--- config.mk ---
export PLATFORM = sky130hd
export DESIGN_NAME = instr_fetch_unit
export DESIGN_NICKNAME = d
export VERILOG_FILES = /design/src/rtl/instr_fetch_unit.sv
export SDC_FILE = /design/constraint.sdc
export NUM_CORES = 1
export LEC_CHECK = 0
export BUFFER_PORTS_ARGS = -buffer_cell sky130_fd_sc_hd__buf_4
export CAP_MARGIN = 10
export CORE_MARGIN = 4
export CORE_UTILIZATION = 49
export CTS_BUF_LIST = sky130_fd_sc_hd__clkbuf_4 sky130_fd_sc_hd__clkbuf_8 sky130_fd_sc_hd__clkbuf_16
export DETAILED_ROUTE_END_ITERATION = 10
export MAX_ROUTING_LAYER = met4
export PLACE_DENSITY = 0.86
export SLEW_MARGIN = 20
export SYNTH_ARGS = -nofsm -noshare
export SYNTH_HDL_FRONTEND = slang
export SYNTH_SLANG_ARGS = --single-unit
--- constraint.sdc ---
create_clock -name clk -period 6.4 [get_ports clk]
set_input_delay 1.28 -clock clk [delete_from_list [all_inputs] [get_ports clk]]
set_output_delay 1.28 -clock clk [all_outputs]
set_load 0.05 [all_outputs]
--- src/rtl/instr_fetch_unit.sv ---
// Fetch stage: issues in-order imem requests from pc_in and queues
// returned {instr, pc} pairs for decode over a valid/ready handshake.
module instr_fetch_unit #(
    parameter int unsigned QUEUE_DEPTH = 2,
    parameter logic [31:0] RESET_INSTR = 32'h00000013
) (
    input  logic        clk,
    input  logic        reset,
    input  logic [31:0] pc_in,
    output logic        pc_advance,
    input  logic        flush,
    output logic        imem_req,
    output logic [31:0] imem_addr,
    input  logic        imem_gnt,
    input  logic        imem_rvalid,
    input  logic [31:0] imem_rdata,
    output logic        id_valid,
    input  logic        id_ready,
    output logic [31:0] id_instr,
    output logic [31:0] id_pc,
    output logic        fetch_fault
);

    localparam int unsigned CW = $clog2(QUEUE_DEPTH + 1);
    localparam int unsigned PW = (QUEUE_DEPTH > 1) ? $clog2(QUEUE_DEPTH) : 1;
    localparam logic [CW-1:0] DEPTH = CW'(QUEUE_DEPTH);
    localparam logic [CW-1:0] ONE = CW'(1);
    localparam logic [PW-1:0] LAST = PW'(QUEUE_DEPTH - 1);

    typedef enum logic [1:0] {
        IDLE,
        FETCH,
        FAULT
    } state_e;

    state_e        state_q;
    logic          fault_q;
    logic [CW-1:0] count_q, count_d;
    logic [CW-1:0] outst_q, outst_d;
    logic [CW-1:0] disc_q, disc_d;
    logic [PW-1:0] qhead_q, qhead_d;
    logic [PW-1:0] qtail_q, qtail_d;
    logic [PW-1:0] thead_q, thead_d;
    logic [PW-1:0] ttail_q, ttail_d;

    logic [31:0] qinstr_q [QUEUE_DEPTH];
    logic [31:0] qpc_q    [QUEUE_DEPTH];
    logic [31:0] tag_q    [QUEUE_DEPTH];

    logic          credit;
    logic          misal;
    logic          issue_ok;
    logic          accept;
    logic          rsp;
    logic          rsp_keep;
    logic          pop;

    function automatic logic [PW-1:0] inc(input logic [PW-1:0] p);
        return (p == LAST) ? '0 : p + PW'(1);
    endfunction

    // Queued plus in-flight entries may never exceed the queue size
    assign credit   = ({1'b0, count_q} + {1'b0, outst_q}) < {1'b0, DEPTH};
    assign misal    = |pc_in[1:0];
    assign issue_ok = (state_q == FETCH) && !flush && credit;
    assign imem_req = issue_ok && !misal;
    assign imem_addr = pc_in;
    assign accept   = imem_req && imem_gnt;
    assign pc_advance = accept;

    assign rsp      = imem_rvalid && (outst_q != '0);
    assign rsp_keep = rsp && (disc_q == '0) && !flush;
    assign id_valid = (count_q != '0);
    assign pop      = id_valid && id_ready && !flush;
    assign id_instr = id_valid ? qinstr_q[qhead_q] : RESET_INSTR;
    assign id_pc    = id_valid ? qpc_q[qhead_q] : 32'h0;
    assign fetch_fault = fault_q;

    always_comb begin
        count_d = count_q;
        outst_d = outst_q;
        disc_d  = disc_q;
        qhead_d = qhead_q;
        qtail_d = qtail_q;
        thead_d = thead_q;
        ttail_d = ttail_q;
        if (accept) ttail_d = inc(ttail_q);
        if (rsp) thead_d = inc(thead_q);
        if (accept && !rsp) outst_d = outst_q + ONE;
        else if (!accept && rsp) outst_d = outst_q - ONE;
        if (flush) begin
            count_d = '0;
            qhead_d = '0;
            qtail_d = '0;
            disc_d  = outst_d;
        end else begin
            if (rsp && disc_q != '0) disc_d = disc_q - ONE;
            if (rsp_keep) qtail_d = inc(qtail_q);
            if (pop) qhead_d = inc(qhead_q);
            if (rsp_keep && !pop) count_d = count_q + ONE;
            else if (!rsp_keep && pop) count_d = count_q - ONE;
        end
    end

    always_ff @(posedge clk or negedge reset) begin
        if (!reset) begin
            state_q <= IDLE;
            fault_q <= 1'b0;
        end else begin
            unique case (state_q)
                IDLE: state_q <= FETCH;
                FETCH: begin
                    if (issue_ok && misal) begin
                        state_q <= FAULT;
                        fault_q <= 1'b1;
                    end
                end
                FAULT: begin
                    if (flush) begin
                        state_q <= FETCH;
                        fault_q <= 1'b0;
                    end
                end
                default: state_q <= IDLE;
            endcase
        end
    end

    always_ff @(posedge clk or negedge reset) begin
        if (!reset) begin
            count_q <= '0;
            outst_q <= '0;
            disc_q  <= '0;
            qhead_q <= '0;
            qtail_q <= '0;
            thead_q <= '0;
            ttail_q <= '0;
        end else begin
            count_q <= count_d;
            outst_q <= outst_d;
            disc_q  <= disc_d;
            qhead_q <= qhead_d;
            qtail_q <= qtail_d;
            thead_q <= thead_d;
            ttail_q <= ttail_d;
        end
    end

    // Storage needs no reset: occupancy is tracked by the counters
    always_ff @(posedge clk) begin
        if (accept) tag_q[ttail_q] <= pc_in;
        if (rsp_keep) begin
            qinstr_q[qtail_q] <= imem_rdata;
            qpc_q[qtail_q]    <= tag_q[thead_q];
        end
    end

endmodule
==> summary.txt, run 1 <==
Status
  • Status: finished, final reports clean

Worst setup path
  • CP startpoint kind: flop
  • WP data arrival: 2330 ps
  • CP Class: flop to primary output
  • R2R cell count: 5
  • CP max FO: 7
  • Cell family with most CP delay: simple AND/OR/NAND/NOR gates
  • Worst r2r src: count_q[0]
  • Crit path max-delay cell type: fa_1
  • CP cell instances: and2_1 > fa_1 > and4bb_1 > nand2_2 > clkinv_4 > buf_4
  • R2R Path End: tag_q[0][5]
  • CP Buf/Inv Count: 2
  • Critical Path End Type: primary output
  • Critical path required time: 5120 ps
  • FF-to-FF setup slack: 3640 ps
  • Largest stage delay on the critical path: 470 ps

Synth
  • Cell variety after synth: 36
  • Mapped Cells: 484
  • Syn_nets: 557
  • Yosys reg bits: 205
  • Ys async rst share: 0.06341
  • Seq/Total Area, Yosys: 0.7502
  • Top FF cell, synth: edfxtp_1
  • Post-synth EDFFs: 192
  • Mapped cell area: 8119 um^2
  • Synth warn: 0
  • Syn Area/Cell: 16.77 um^2

Clocking
  • Worst-path clk slew: 60 ps
  • CTS tree: built
  • CTS Buf Count: 21
  • CTS H-tree depth: 1
  • CTS resizes: 0
  • CTS Sinks: 205
  • Setup bufs post-CTS: 0
  • Root Driver: clkbuf_16
  • Post-CTS Hold Buffers: 0
  • Worst-Skew Late Latency: 470 ps
  • Clk buf depth: 3

Timing
  • Slew HR: 0.2999
  • Final Setup Violations: 0
  • Final hold vios: 0
  • Worst Max-Slew Pin Slew: 1048 ps
  • Worst Skew: 9.860 ps
  • Minimum clock period after layout: 3609 ps
  • RSZ-0062 raised after global routing: false
  • F_max: 277.1 MHz
  • Pins Over Slew Limit: 0
  • Period utilization: 0.5639
  • Final setup TNS: 0 ps

Final layout
  • Most common cell after layout, fill and taps aside: edfxtp_1
  • Cell area after layout: 10110 um^2
  • Area Growth Syn to Fin: 24.49%
  • Post-layout net count: 702
  • Most frequent cells in the layout: edfxtp_1 (192), buf_4 (172), nor2_1 (69)
  • # diodes: 0
  • Layout cells sized above 1: 0.3910

Global routing
  • Largest net degree at the start of global routing: 66
  • GR Overflow Total: 0
  • Initial antenna violation count: 0
  • GRT Overall Usage: 0.1607
  • Global-route wire length before repair: 22800 um
  • Number of global-route vias before repair: 4546

Min path
  • WHS Endpoint: fetch_fault
  • WHS Path Cells: 2
  • Hold_sp: fetch_fault
  • Min-Delay Path Class: flop to flop

Drt
  • Vias per inst: 4.965
  • Wire per inst: 17.39 um
  • Drt drc: 0
  • Routed WL: 14920 um
  • Via count: 4260
  • 1st-iter DRT viols: 136
  • First-pass detailed-route iteration total: 4
  • Routed Antenna Nets: 0

Power and ir drop
  • Power density over the cells: 366.6 nW/um^2
  • Peak supply drop: 0.0002316 V
  • Lkg Pwr: 0.003659 uW

Place
  • Routability cong.: 0.7563
  • Placed cell area: 9407 um^2
  • PortBufs: 169
  • Dpl hpwl: 9298 um

Floorplanning
  • Core Box Area: 16060 um^2
  • Die Ht: 136.7 um
  • Die W: 136.7 um
  • Rows: 46
  • Full die area: 18690 um^2
  • Initial Util: 0.5056
  • I/O Pins: 170

Run
  • Max-Cap Viols: 0
logic make-up after synthesis:
| kind of cell | count (synthesis) | share of synthesized area |
|---|---|---|
| xor+xnor | 8 | 0.009555 |
| simple gates | 97 | 0.05301 |
| fa+ha+maj | 4 | 0.006780 |
| flops | 205 | 0.7502 |
| compound gates | 13 | 0.01063 |
| buf+inv | 60 | 0.04469 |
| mux | 97 | 0.1251 |
synth_stat cells (3+ instances only):
cell type | count | area [um^2]
a21oi_1 | 4 | 20.02
buf_2 | 10 | 50.05
buf_4 | 32 | 240.2
clkbuf_1 | 9 | 33.78
dfrtp_1 | 13 | 325.3
edfxtp_1 | 192 | 5766
inv_1 | 8 | 30.03
mux2_2 | 32 | 360.4
mux2i_1 | 64 | 640.6
nand2_1 | 6 | 22.52
nand2b_1 | 3 | 18.77
nor2_1 | 72 | 270.3
nor2b_1 | 4 | 25.02
o21ai_0 | 3 | 15.01
xnor2_1 | 5 | 43.79
per-stage QoR:
step                hold WS [ps]  cells  worst slack [ps]    util  total power, uW
finish                     535.7    858              2791  0.6294             3706
global route               574.4    858              2688  0.6294             3871
CTS                        542.9    857              2749  0.6282             3751
detailed placement         530.5    821              2871  0.5858             2566
global placement           502.5    821              2885  0.5858             2532
floorplan                  475.0    484              1716       -             2319
worst min-delay path: stages, from the launching register on:
cell and delay [ps]:
dfrtp_1 380, inv_1 60, a32oi_1 50
how the worst max path moves through the flow:
stage | start | endpoint | cells past startpoint
floorplan | imem_rvalid | qinstr_q[1][0] | 3
global placement | flush | pc_advance | 5
finish | count_q[0] | pc_advance | 6
CTS | qhead_q | id_pc[16] | 3
global route | count_q[1] | id_instr[4] | 5
detailed placement | flush | pc_advance | 5
final cells by class:
| type | instances | area (um^2) |
|---|---|---|
| repair buffers | 173 | 1311 |
| flip-flops and latches | 205 | 6096 |
| clock buffers | 27 | 583.1 |
| fillers | 1161 | 5951 |
| multi-input cells | 219 | 1710 |
| well taps | 216 | 270.3 |
| clock inverters | 9 | 97.59 |
| inverters | 9 | 38.79 |
power by group:
part           leakage [uW]  switching (uW)  internal (uW)
logic               0.00143             511            320
clock network      0.000337             452            722
registers           0.00189            97.1           1600
per-layer routing:
layer | global-route usage | wire, um
met1 | 0.1861 | 5921
met2 | 0.2837 | 7701
met3 | 0.03566 | 1021
met4 | 0.04311 | 274
met5 | - | 0
flip-flops by register name (all words and copies together) (netlist names), 2 cells and up:
name / count
tag_q: 64
count_q: 2
outst_q: 2
qpc_q: 64
disc_q: 2
qinstr_q: 64
state_q: 2
No activity file was read; power rests on OpenSTA's default activity.
==> run 2: changes to the inputs <==
--- a/config.mk
+++ b/config.mk
@@ -8,11 +8,11 @@
 export BUFFER_PORTS_ARGS = -buffer_cell sky130_fd_sc_hd__buf_4
 export CAP_MARGIN = 10
 export CORE_MARGIN = 4
-export CORE_UTILIZATION = 49
+export CORE_UTILIZATION = 54
 export CTS_BUF_LIST = sky130_fd_sc_hd__clkbuf_4 sky130_fd_sc_hd__clkbuf_8 sky130_fd_sc_hd__clkbuf_16
 export DETAILED_ROUTE_END_ITERATION = 10
 export MAX_ROUTING_LAYER = met4
-export PLACE_DENSITY = 0.86
+export PLACE_DENSITY = 0.89
 export SLEW_MARGIN = 20
 export SYNTH_ARGS = -nofsm -noshare
 export SYNTH_HDL_FRONTEND = slang
==> constraint.sdc (replaced) <==
create_clock -name clk -period 3.52 [get_ports clk]
set_input_delay 0.704 -clock clk [delete_from_list [all_inputs] [get_ports clk]]
set_output_delay 0.704 -clock clk [all_outputs]
set_load 0.05 [all_outputs]
==> run 2 against run 1 <==
  * Sequential share of layout area is 0.18 points higher
  * Largest power group unchanged
  * Sequential power up 77%
  * Sequential cell count did not move
  * Cell count down 3.0%
==> summary.txt, run 2 (same netlist as run 1, synthesis figures left out) <==
Drt
  • Routed Antenna Nets: 0
  • Met1 Wirelength: 6380 um
  • WL met2: 7516 um
  • Highest routing layer actually used: met4
  • Via count: 4356
  • Routed WL: 15110 um
  • Met3 routed WL: 1011 um
  • Drt drc: 0
  • 1st-iter DRT viols: 226
  • First-pass detailed-route iteration total: 5
  • Wire per inst: 18.16 um
  • Vias per inst: 5.236

Global routing
  • Number of global-route vias before repair: 4563
  • Initial antenna violation count: 0
  • Global-route wire length before repair: 23300 um
  • GR Overflow Total: 0
  • GRT Overall Usage: 0.1803
  • Largest net degree at the start of global routing: 39

Clocking
  • Worst-path clk slew: 60 ps
  • Clk buf depth: 3
  • Root Driver: clkbuf_16
  • Setup bufs post-CTS: 0
  • CTS Sinks: 205
  • CTS Buf Count: 21
  • Worst-Skew Late Latency: 480 ps
  • CTS resizes: 0
  • Post-CTS Hold Buffers: 0
  • CTS tree: built
  • CTS H-tree depth: 1

Floorplanning
  • Die Ht: 130.6 um
  • Full die area: 17060 um^2
  • Die W: 130.6 um
  • Core Box Area: 14640 um^2
  • Initial Util: 0.5544
  • Rows: 44
  • I/O Pins: 170

Worst setup path
  • CP Class: flop to primary output
  • Largest stage delay on the critical path: 450 ps
  • Crit path max-delay cell type: fa_1
  • Cell family with most CP delay: simple AND/OR/NAND/NOR gates
  • Critical path required time: 2820 ps
  • Critical path origin: count_q[0]
  • CP startpoint kind: flop
  • CP cell instances: and2_1 > fa_1 > and4bb_1 > nand2_2 > clkinv_4 > buf_4
  • CP max FO: 7
  • Worst r2r src: count_q[0]
  • WP data arrival: 2310 ps
  • Critical Path End Type: primary output
  • CP Buf/Inv Count: 2

Place
  • Dpl hpwl: 9836 um
  • PortBufs: 169
  • Inst Count DP: 796
  • Placed cell area: 9430 um^2
  • Routability cong.: 0.8161
  • Place WS: 1018 ps

Timing
  • F_max: 332.0 MHz
  • Setup WS post-layout: 507.9 ps
  • Final Setup Violations: 0
  • Final setup TNS: 0 ps
  • Slew HR: 0.5704
  • Minimum clock period after layout: 3012 ps
  • RSZ-0062 raised after global routing: false
  • Final hold vios: 0
  • Period utilization: 0.8557
  • Worst Skew: 20.69 ps
  • Pins Over Slew Limit: 0
  • Worst Max-Slew Pin Slew: 642.9 ps

Final layout
  • Area Growth Syn to Fin: 24.09%
  • Most common cell after layout, fill and taps aside: edfxtp_1
  • Biggest regs: qinstr_q (64), qpc_q (64), tag_q (64)
  • Cell area after layout: 10070 um^2
  • Most frequent cells in the layout: edfxtp_1 (192), buf_4 (178), nor2_1 (69)
  • Fin cells: 832
  • FILL cells: 957
  • Final design utilization: 0.6880
  • Layout cells sized above 1: 0.3951
  • # diodes: 0
  • Post-layout net count: 708

Min path
  • Min-Delay Path Class: input port to asynchronous set/reset pin

Status
  • Status: finished, final reports clean

Power and ir drop
  • Lkg Pwr: 0.003684 uW
  • Sequential share of power: 0.451
  • Logic gate share of total power: 0.241
  • Clk pwr share: 0.308
  • Int Pwr: 4727 uW
  • Peak supply drop: 0.0004928 V
  • Power density over the cells: 662.3 nW/um^2
  • Net Sw Frac: 0.2916
  • Sw power: 1946 uW

Run
  • Max-Cap Viols: 0
[run 2: through the flow]
| stage | power (uW) | hold WS [ps] |
|---|---|---|
| final | 6673 | 58.59 |
| after global routing | 6953 | 49.81 |
| after floorplan | 4219 | 408.4 |
| after global placement | 4615 | 504.5 |
| after detailed placement | 4676 | 502.9 |
| after CTS | 6744 | 45.54 |
[run 2: path summary, 6_finish.rpt]
check | end | slack (ps) | depth (start not counted)
min reg2reg | fetch_fault | 510 | 2
max in group asynchronous | qhead_q | 3260 | 1
max reg2reg | tag_q[0][4] | 1110 | 6
min in group clk | qinstr_q[0][31] | 410 | 1
min | state_q[1] | 60 | 1
max | pc_advance | 510 | 6
[run 2: final cells by class]
| type | count | area (um^2) | area share |
|---|---|---|---|
| timing repair buffer | 179 | 1356 | 0.1346 |
| clock inverter | 9 | 73.82 | 0.007327 |
| multi-input combinational | 219 | 1710 | 0.1698 |
| sequential | 205 | 6095 | 0.6049 |
| inverter | 9 | 38.79 | 0.003850 |
| clock buffer | 27 | 570.5 | 0.05663 |
| tap | 184 | 230.2 | 0.02285 |
[run 2: routing by layer]
layer / GRT usage / vias to the layer above
met5: - / -
met4: 0.02904 / 0
met3: 0.03089 / 18
met2: 0.3104 / 165
li1: - / 2049
met1: 0.2318 / 2124
[run 2: power by group through the flow]
stage	clock network [uW]	registers, uW	logic, uW
after floorplan	0	3040	1180
after global placement	0	3050	1570
after detailed placement	0	3060	1620
after CTS	2110	3010	1630
after global routing	2210	3030	1720
final	2060	3010	1610
